## src/rtl/debounce_sync.sv

```systemverilog
// Synchronises a raw asynchronous input and filters it into a clean level q, with
// one-cycle rise/fall pulses whenever a new level has been held long enough.
module debounce_sync #(
  parameter int unsigned SYNC_STAGES   = 2,
  parameter int unsigned STABLE_CYCLES = 8,
  parameter int unsigned CNT_W         = 4
) (
  input  logic clk,
  input  logic rst,
  input  logic d_in,
  output logic q,
  output logic rise,
  output logic fall,
  output logic busy
);

  localparam logic [CNT_W-1:0] CntMax = CNT_W'(STABLE_CYCLES - 1);

  logic [SYNC_STAGES-1:0] sync;
  logic                   s;
  logic [CNT_W-1:0]       cnt_q, cnt_d;
  logic                   q_d, rise_d, fall_d;

  // Only sync[0] samples d_in; everything downstream sees the settled copy.
  always_ff @(posedge clk or posedge rst) begin
    if (rst) begin
      sync <= '0;
    end else begin
      sync <= {sync[SYNC_STAGES-2:0], d_in};
    end
  end

  assign s    = sync[SYNC_STAGES-1];
  assign busy = (s != q);

  always_comb begin
    cnt_d  = '0;
    q_d    = q;
    rise_d = 1'b0;
    fall_d = 1'b0;
    if (s != q) begin
      if (cnt_q == CntMax) begin
        q_d    = s;
        rise_d = s;
        fall_d = ~s;
      end else begin
        cnt_d = cnt_q + CNT_W'(1);
      end
    end
  end

  always_ff @(posedge clk or posedge rst) begin
    if (rst) begin
      cnt_q <= '0;
      q     <= 1'b0;
      rise  <= 1'b0;
      fall  <= 1'b0;
    end else begin
      cnt_q <= cnt_d;
      q     <= q_d;
      rise  <= rise_d;
      fall  <= fall_d;
    end
  end

endmodule

```

## config.mk

```make
export PLATFORM = sky130hd
export DESIGN_NAME = debounce_sync
export DESIGN_NICKNAME = d
export VERILOG_FILES = /design/src/rtl/debounce_sync.sv
export SDC_FILE = /design/constraint.sdc
export NUM_CORES = 1
export LEC_CHECK = 0
export ABC_AREA = 1
export BUFFER_PORTS_ARGS = -buffer_cell sky130_fd_sc_hd__buf_2
export CORE_AREA = 2 2 39 41
export DETAILED_ROUTE_END_ITERATION = 8
export DIE_AREA = 0 0 41 43
export GPL_TIMING_DRIVEN = 0
export PLACE_DENSITY = 0.53
export SLEW_MARGIN = 15
export SYNTH_ARGS = -nofsm -noshare
export SYNTH_HDL_FRONTEND = slang
export SYNTH_SLANG_ARGS = --single-unit
```

## constraint.sdc

```tcl
create_clock -name clk -period 1.05 [get_ports clk]
set_input_delay 0.21 -clock clk [delete_from_list [all_inputs] [get_ports clk]]
set_output_delay 0.21 -clock clk [all_outputs]
set_load 0.02 [all_outputs]
```

==> Word-level counts from Yosys, hierarchy flattened <==
Index checks and enable logic that the tools add are counted.
{ "op_classes": {"addsub": 1, "n_eq_ne": 2, "n_mux": 6, "bitwise": 1, "reduce_logical": 1} }
{ "op_table": {"columns": ["cell", "count"], "rows": [
  ["$mux 4", 2],
  ["$add 4x1->4 const B", 1],
  ["$eq 4x3->1 const B", 1],
  ["$mux 1", 4],
  ["$reduce_and 2->1", 1],
  ["$ne 1x1->1", 1],
  ["$not 1->1", 1]
]} }
{ "totals": {"regBits": 9, "inputBits": 3, "output_inout_bits": 4, "wordCells": 16} }

==> Depth between registers and ports, before layout <==
Gate-level depths: netlist of run 1.
{ "depth": {"depth_word": 3, "depth_mapped": 5, "mapped_depth_nobuf": 5} }

==> Worst setup path before layout of run 1 <==
Ideal clock, no wire load.
{ "synth_timing": {"path_type": "register to register", "startpoint": "register q", "endpoint": "register cnt_q[3]", "setup_time_ns": 0.115, "arrival_ns": 0.864, "t_required_ns": 0.935, "path_slack_ns": 0.071, "stages_incl_launch_ff": 6, "period_less_slack_ns": 0.979, "path_cell_list": "dfrtp_1 -> inv_1 -> nand2_2 -> nand2_2 -> nand2_2 -> nor2_1"} }
{ "synth_between": {"elab_chain_len": 2} }
{ "synth_rtl": {"columns": ["item", "line", "source"], "rows": [
  ["from (decl)", "11", "output logic q,"],
  ["from (signal assigned)", "60", "q <= q_d;"],
  ["$ne 1x1->1", null, null],
  ["named net busy", "14", "output logic busy"],
  ["$mux 4", "41", "if (s != q) begin"],
  ["named net cnt_d[3]", "21", "logic [CNT_W-1:0] cnt_q, cnt_d;"],
  ["to (signal assigned)", "59", "cnt_q <= cnt_d;"],
  ["to (decl)", "21", null]
]} }
The timed path passes the listed nets, and every way through them passes these cells.
A chain may end at the register's enable or synchronous reset.

==> Worst setup path in the final report of run 1 <==
{ "layout_timing": {"startpoint": "register sync[1]", "endpoint": "output port busy"} }
{ "layout_between": {"elab_chain_len": 1} }
{ "layout_rtl": {"columns": ["item", "line", "source"], "rows": [
  ["from (decl)", "19", "logic [SYNC_STAGES-1:0] sync;"],
  ["from (signal assigned)", "29", "sync <= {sync[SYNC_STAGES-2:0], d_in};"],
  ["$ne 1x1->1", "34", "assign busy = (s != q);"],
  ["to (decl)", "14", null]
]} }
No other way between the ends.

==> flow_summary.ini, run 1 <==
[routing]
first_pass_iters = 4
vias_per_cell = 4.05
routedWlPerCell_um = 9.25
route.detailed.drc = 0
wl_um = 555
drt_iter0_drc = 1
vias = 243
antenna_left = 0

[floorplanning]
io_pins = 7
die_area_um2 = 1760
dieHeight_um = 43
coreArea_um2 = 1380
rows = 14
start_util_pct = 25.4
die_x_um = 41

[final_layout]
multi_input_area_um2 = 121
diodes = 0
seq_area_um2 = 225
drive_gt1_share_pct = 38.6
fin_nets = 49
fill_cells = 146
area_delta_synth_final_pct = 33.1
stdcell_count = 60

[timing]
setup_viol = 2
period_share_pct = 115
worst_slew_pin_slew_ns = 0.324
relSlewSlack_pct = 78.4
fin_skew_ns = 0.00118
finalHoldViolations = 0
setup_ws_ns = -0.161
min_period_ns = 1.21
slew_viol_final = 0
rsz0062_at_grt = true
max_clock_freq_mhz = 826
setup_tns_ns = -0.240

[logic_synthesis]
synth_nets = 36
synthCells = 32
yosys_register_bits = 9
syn_avg_cell_area_um2 = 11.0
yosysSeqAreaShare_pct = 64.1
synthDominantCellAreaShare_pct = 64.1
netlist_area_um2 = 352
synth_cell_types = 14
yosysTopAreaCell = dfrtp_1
synth_area_leaders = dfrtp_1 (64%), nand2_2 (7.1%), nor2_1 (4.3%)
ys_warn_count = 0

[placement]
dp_cells = 54
placement.io_buffers = 6
place.gp.congestion = 0.631

[clock_tree]
clockRootBuffer = clkbuf_4
clk_pin_slew_worst_paths_ns = 0.06
h-tree-depth = 1
cts_tree = yes
cts_made_buffers = 3
clkSinkCount = 9
cts.path.max_buffers = 2
insertion_delay_ns = 0.26

[critical_path]
critPathBufInv = 2
end_kind = output pin
reg2reg_depth = 4
crit_required_ns = 0.84
crit_path_top_delay_cell = dfrtp_1
cp.arrival_ns = 1.00
crit_chain = inv_2 > nand2_2 > nand2_2 > buf_6
crit_family = flip-flops
crit_top_cell = nand2_2
cp_max_fo = 4
cpPeakStageDelay_ns = 0.39
setup.worst_path.class = reg2out
critPathLaunchType = register
crit_cells = 4

[job]
max_cap_violations = 0

[grt]
antenna_found_initial = 0
grt_pass1_wl_um = 862
grt_overflow_total = 0
grt_pass1_vias = 215
grtUsageTotal_pct = 7.76
grt_max_degree = 10

[pwr]
ir_worst_vdd_v = 0.000778
power_density_nw_per_um2 = 2110
leakage_nw = 0.228

[status]
outcome = complete, but fails checks
violations = negative setup slack

[worst_hold_path]
hold_depth = 1
hold_path.class = in2reg
==> routing by layer <==
metal / track usage, % / vias up / wire [um]
met5: 0 / - / 0
met4: 8.00 / 0 / 21
met3: 1.57 / 2 / 40
met2: 9.69 / 9 / 242
met1: 10.2 / 109 / 250
li1: - / 123 / -
==> kinds of logic (layout without fill, tap and decap cells) <==
family,after synthesis,after routing,synth area share (%)
fa+ha+maj,1,1,3.56
buf+inv,4,16,4.27
compound gates,3,3,4.98
xor+xnor,1,1,2.49
simple gates,14,14,20.6
flops,9,9,64.1
==> Yosys cell counts <==
| master | instances |
|---|---|
| dfrtp_1 | 9 |
| nand2_2 | 4 |
| nor2_1 | 4 |
| inv_1 | 3 |
| nand2_1 | 3 |
| a21boi_0 | 1 |
| a21oi_1 | 1 |
| ha_1 | 1 |
| inv_2 | 1 |
| nand3_1 | 1 |
| nand3_2 | 1 |
| nand4_1 | 1 |
| o21ai_1 | 1 |
| xnor2_1 | 1 |
==> stage by stage <==
step / hold slack, ns / setup slack (ns) / total power, mW / utilization [%] / cell area, um2
final: 0.0587 / -0.161 / 0.986 / 33.8 / 468
after global routing: 0.0436 / -0.210 / 1.04 / 33.8 / 468
after CTS: 0.0485 / -0.176 / 0.994 / 33.1 / 458
after detailed placement: 0.181 / 0.0237 / 0.670 / 29.0 / 402
after global placement: 0.179 / 0.0287 / 0.673 / 29.0 / 402
after floorplan: 0.0379 / 0.0713 / 0.612 / - / 352
==> state kept, by name, summed over array words and instances (netlist names) <==
| signal | cells |
|---|---|
| cnt_q | 4 |
| fall | 1 |
| q | 1 |
| rise | 1 |
| sync | 2 |
==> final cells by class <==
cell class	instances	share of cell area [%]
repair buffers	8	12.8
multi-input cells	19	25.9
flip-flops and latches	9	48.1
clock buffers	4	5.61
well taps	16	4.28
inverters	4	3.21
==> timing repair <==
| action | in CTS | in global routing |
|---|---|---|
| endpoints found under the hold margin | 9 | 0 |
| gates cloned | 0 | 0 |
| resized for setup | 4 | 2 |
| endpoints found under the setup margin | 2 | 5 |
| buffers inserted | 1 | 0 |
| hold buffers | 1 | 0 |
==> power by group <==
group,internal (mW),total [mW],switching [mW]
logic,0.130,0.264,0.134
registers,0.406,0.462,0.0565
clock network,0.146,0.260,0.114
total,0.682,0.986,0.304
==> worst paths after layout <==
path / from / end / slack [ns]
setup reg to reg: cnt_q[0] / cnt_q[3] / 0.08
hold / removal: d_in / sync[0] / 0.06
hold reg to reg: sync[0] / sync[1] / 0.36
min in group asynchronous: rst / rise / 0.45
setup / recovery: sync[1] / busy / -0.16
max in group asynchronous: rst / cnt_q[3] / 0.36
==> cells in the final DEF (no fill, tap or decap) <==
cell           count
nand2_2            4
dfrtp_1            9
ha_2               1
clkbuf_4           3
a21boi_0           1
buf_2              4
nor2_1             4
xnor2_1            1
clkbuf_1           1
o21ai_1            1
dlygate4sd3_1      1
nand4_1            1
a21oi_1            1
nand3_1            1
inv_2              1
nand2_1            3
inv_1              3
buf_6              2
buf_4              1
nand3_4            1
No activity file was read; power rests on OpenSTA's default activity.
==> run 2: changes to the inputs <==
- CORE_AREA: 2 2 39 41 -> not set
- CORE_UTILIZATION: not set -> 25
- DIE_AREA: 0 0 41 43 -> not set
- PLACE_DENSITY: 0.53 -> 0.52
==> flow_summary.ini, run 2 (synthesis results as in run 1) <==
[final_layout]
layout_common_cells = dfrtp_1 (9), nand2_2 (4), nor2_1 (4), buf_2 (4), buf_4 (4)
top_register = cnt_q
mostFrequentLayoutCell = dfrtp_1
postLayoutCoreUtil_pct = 37.0
stdcell_count = 62
diodes = 0
fin_nets = 52
drive_gt1_share_pct = 42.6
largest_register_ff_count = 4
reg_top3 = cnt_q: 4 flops, sync: 2 flops
area_delta_synth_final_pct = 37.0

[clock_tree]
insertion_delay_ns = 0.25
h-tree-depth = 1
cts_made_buffers = 3
cts.path.max_buffers = 2
clockRootBuffer = clkbuf_4
cts_tree = yes
clk_pin_slew_worst_paths_ns = 0.05
clkSinkCount = 9

[routing]
vias = 263
wl_um = 507
antenna_left = 0
vias_per_cell = 4.24
drt_iter0_drc = 5
first_pass_iters = 3
dr_wl_met2_um = 251
wl_met3_um = 40
route.detailed.drc = 0
routedWlPerCell_um = 8.18
wl_met1_um = 207
top_layer_used = met4

[pwr]
comb_power_share_pct = 30.3
p_sw_mw = 0.300
p_sw_share_pct = 29.4
p_int_mw = 0.719
ir_worst_vdd_v = 0.00106
power.share.clock_pct = 24.6
seq_power_share_pct = 45.1
power_density_nw_per_um2 = 2120
leakage_nw = 0.242

[floorplanning]
rows = 13
die_area_um2 = 1560
die_x_um = 39.5
io_pins = 7
dieHeight_um = 39.5
coreArea_um2 = 1300
start_util_pct = 27.0

[timing]
setup_viol = 2
slew_viol_final = 0
relSlewSlack_pct = 78.3
min_period_ns = 1.19
period_share_pct = 113
max_clock_freq_mhz = 843
worst_hold_slack_ns = 0.0633
setup_tns_ns = -0.222
worst_slew_pin_slew_ns = 0.325
finalHoldViolations = 0
setup_ws_ns = -0.136
fin_skew_ns = 0.00501
rsz0062_at_grt = true

[critical_path]
r2r-start = cnt_q[1]
cp.arrival_ns = 0.98
crit_required_ns = 0.84
cp_max_fo = 4
r2r_end = cnt_q[1]
r2r_slack_ns = 0.09
reg2reg_depth = 2
critPathLaunchType = register
end_kind = output pin
setup.worst_path.class = reg2out

[placement]
place_hpwl_um = 360
pre_cts_ws_ns = 0.0365
place.gp.congestion = 0.793
dp_cells = 53
placement.io_buffers = 6

[worst_hold_path]
min-delay-start = d_in
hold_depth = 1
hold_path.class = in2reg
hold-path-endpoint = sync[0]

[grt]
grt_overflow_total = 0
grtUsageTotal_pct = 9.45
grt_pass1_wl_um = 931
grt_max_degree = 10
antenna_found_initial = 0
grt_pass1_vias = 247

[status]
violations = negative setup slack
outcome = complete, but fails checks

[job]
max_cap_violations = 0
[run 2: changes by cell type in the layout (fill, tap and decap cells not counted), sizes merged]
| cell | before | now |
|---|---|---|
| buf | 7 | 10 |
[run 2: critical path, stage by stage, from the launching register on]
cell     delay, ns
dfrtp_1       0.39
inv_2         0.07
nand2_2       0.07
nand2_2       0.09
buf_6         0.11
[run 2: power groups by stage]
stage               clock network (mW)  registers [mW]  logic [mW]
floorplan                            0           0.476       0.136
global placement                     0           0.468       0.202
detailed placement                   0           0.469       0.202
CTS                              0.266           0.460       0.288
global route                     0.282           0.468       0.347
finish                           0.251           0.460       0.309
[run 2: per-stage QoR]
stage	instance area (um2)	total power, mW
6_report	482	1.02
5_1_grt	482	1.10
4_1_cts	472	1.01
3_3_place_gp	400	0.670
2_1_floorplan	352	0.612
3_5_place_dp	400	0.671
[run 2: area by class of cell]
type                       instances  area, um2
fill                             141        820
sequential                         9        225
multi-input combinational         19        114
timing repair buffer              11       82.6
clock buffer                       4       26.3
tap                               15       18.8
inverter                           4       15.0
[run 2: layer usage]
metal  GRT usage, %  vias up
met5              0        -
met4           2.59        0
met3           6.82        2
met2           14.3        7
met1           10.4      122
li1               -      132
[run 2: what timing repair did]
action | in CTS | in global routing
hold endpoints to repair | 9 | 0
hold buffers | 1 | 0
gates resized for setup | 4 | 1
setup endpoints to repair | 2 | 5
setup buffers | 3 | 1
pin swaps | 1 | 2
[run 2: worst max-delay path by stage]
stage / from / endpoint / slack [ns] / cells after the start
CTS: q / busy / -0.15 / 4
floorplan: q / cnt_q[3] / 0.07 / 5
finish: sync[1] / busy / -0.14 / 4
detailed placement: cnt_q[0] / cnt_q[3] / 0.04 / 4
global placement: cnt_q[0] / cnt_q[3] / 0.05 / 4
global route: sync[1] / busy / -0.20 / 4
==> run 3: changes to the inputs <==
- CTS_BUF_LIST: not set -> sky130_fd_sc_hd__clkbuf_4 sky130_fd_sc_hd__clkbuf_8
- SETUP_SLACK_MARGIN: not set -> 0.1
==> flow_summary.ini, run 3 (synthesis results as in run 1) <==
[timing]
slew_viol_final = 0
finalHoldViolations = 0
min_period_ns = 1.19
worst_hold_slack_ns = 0.0666
relSlewSlack_pct = 77.7
max_clock_freq_mhz = 838
setup_ws_ns = -0.143
fin_skew_ns = 0.00700
setup_viol = 2
worst_slew_pin_slew_ns = 0.335
rsz0062_at_grt = true
period_share_pct = 114

[clock_tree]
insertion_delay_ns = 0.25
cts_tree = yes
cts.path.max_buffers = 2
clkSinkCount = 9
clk_pin_slew_worst_paths_ns = 0.05
h-tree-depth = 1
cts_made_buffers = 3
clockRootBuffer = clkbuf_4

[critical_path]
setup.worst_path.class = reg2out
r2r-start = q
cp.arrival_ns = 0.98
cpPeakStageDelay_ns = 0.39
crit_top_cell = nand2_2
crit_family = flip-flops
crit_cells = 4
cp-startpoint = sync[1]
reg2reg_depth = 6
critPathLaunchType = register
end_kind = output pin
cp_max_fo = 4
crit_path_top_delay_cell = dfrtp_1
crit_chain = inv_2 > nand2_2 > nand2_2 > buf_6
critPathBufInv = 2
crit_required_ns = 0.84

[floorplanning]
io_pins = 7
start_util_pct = 27.0
rows = 13
coreArea_um2 = 1300
die_x_um = 39.5
dieHeight_um = 39.5
die_area_um2 = 1560

[final_layout]
fill_cells = 135
drive_gt1_share_pct = 60.0
diodes = 0
area_delta_synth_final_pct = 60.5
largest_register_ff_count = 4
top_register = cnt_q
fin_area_um2 = 564
fin_nets = 55
layout_common_cells = dfrtp_1 (8), buf_4 (6), buf_6 (5), nand2_2 (4), clkbuf_4 (4)
reg_top3 = cnt_q: 4 flops, sync: 2 flops
mostFrequentLayoutCell = dfrtp_1

[status]
violations = negative setup slack
outcome = complete, but fails checks

[pwr]
power_density_nw_per_um2 = 2140
total_power_mw = 1.21
leakage_nw = 0.265
ir_worst_vdd_v = 0.00131

[routing]
vias_per_cell = 4.25
routedWlPerCell_um = 9.83
first_pass_iters = 3
wl_um = 639
vias = 276
route.detailed.drc = 0
antenna_left = 0
drt_iter0_drc = 1

[grt]
grtUsageTotal_pct = 10.9
grt_pass1_vias = 280
grt_overflow_total = 0
grt_max_degree = 10
antenna_found_initial = 0
grt_pass1_wl_mm = 1.08

[job]
max_cap_violations = 0

[placement]
postPlaceCellArea_um2 = 402
place.gp.congestion = 0.756
placement.io_buffers = 6

[worst_hold_path]
hold_path.class = in2reg
min-delay-start = d_in
hold_depth = 1
run 3: cell count changes in the layout (fill, tap and decap cells not counted), sizes merged:
| cell | previous run | this run |
|---|---|---|
| buf | 10 | 13 |
run 3: where the power goes:
group | switching, mW | leakage [nW] | total, mW | internal, mW
Sequential | 0.0702 | 0.117 | 0.479 | 0.408
Clock | 0.108 | 0.0184 | 0.279 | 0.171
Combinational | 0.187 | 0.129 | 0.449 | 0.262
Total | 0.365 | 0.265 | 1.21 | 0.842
run 3: repair_timing:
item                       in CTS  in global routing
setup endpoints to repair       9                  9
cloned                          0                  0
setup buffers                   5                  2
resized for setup              11                  8
pin swaps                       2                  3
hold buffers                    1                  0
hold endpoints to repair        9                  0
run 3: worst reg2reg max path, delay by kind of cell, from the launching register on:
kind,cells,cell delay [ns]
flops,1,0.42
simple gates,4,0.26
buf+inv,2,0.25
run 3: layer usage:
layer,up-vias,global-route usage (%),wire length (um)
li1,138,-,-
met1,128,12.1,284
met2,8,17.2,314
met3,2,6.82,34
met4,0,2.59,6
met5,-,0,0
run 3: layout make-up:
class                   instances  area (um2)  area share (%)
well taps                      15        18.8            3.33
multi-input cells              19         153            27.1
flip-flops and latches          9         226            40.1
inverters                       4        15.0            2.66
clock buffers                   4        30.0            5.32
repair buffers                 14         121            21.5
run 3: path summary, 6_finish.rpt:
check	end	slack, ns
setup / recovery	busy	-0.14
max in group asynchronous	q	0.33
setup reg to reg	cnt_q[0]	0.02
min in group asynchronous	rise	0.45
hold / removal	sync[0]	0.07
hold reg to reg	sync[1]	0.35
run 3: metrics by stage:
step                setup WS [ns]  cells  setup TNS (ns)  util, %
floorplan                   0.106     32               0        -
global placement           0.0444     53               0     30.9
detailed placement         0.0251     53               0     30.9
CTS                        -0.146     63          -0.254     39.5
global route               -0.203     65          -0.412     43.4
finish                     -0.143     65          -0.248     43.4
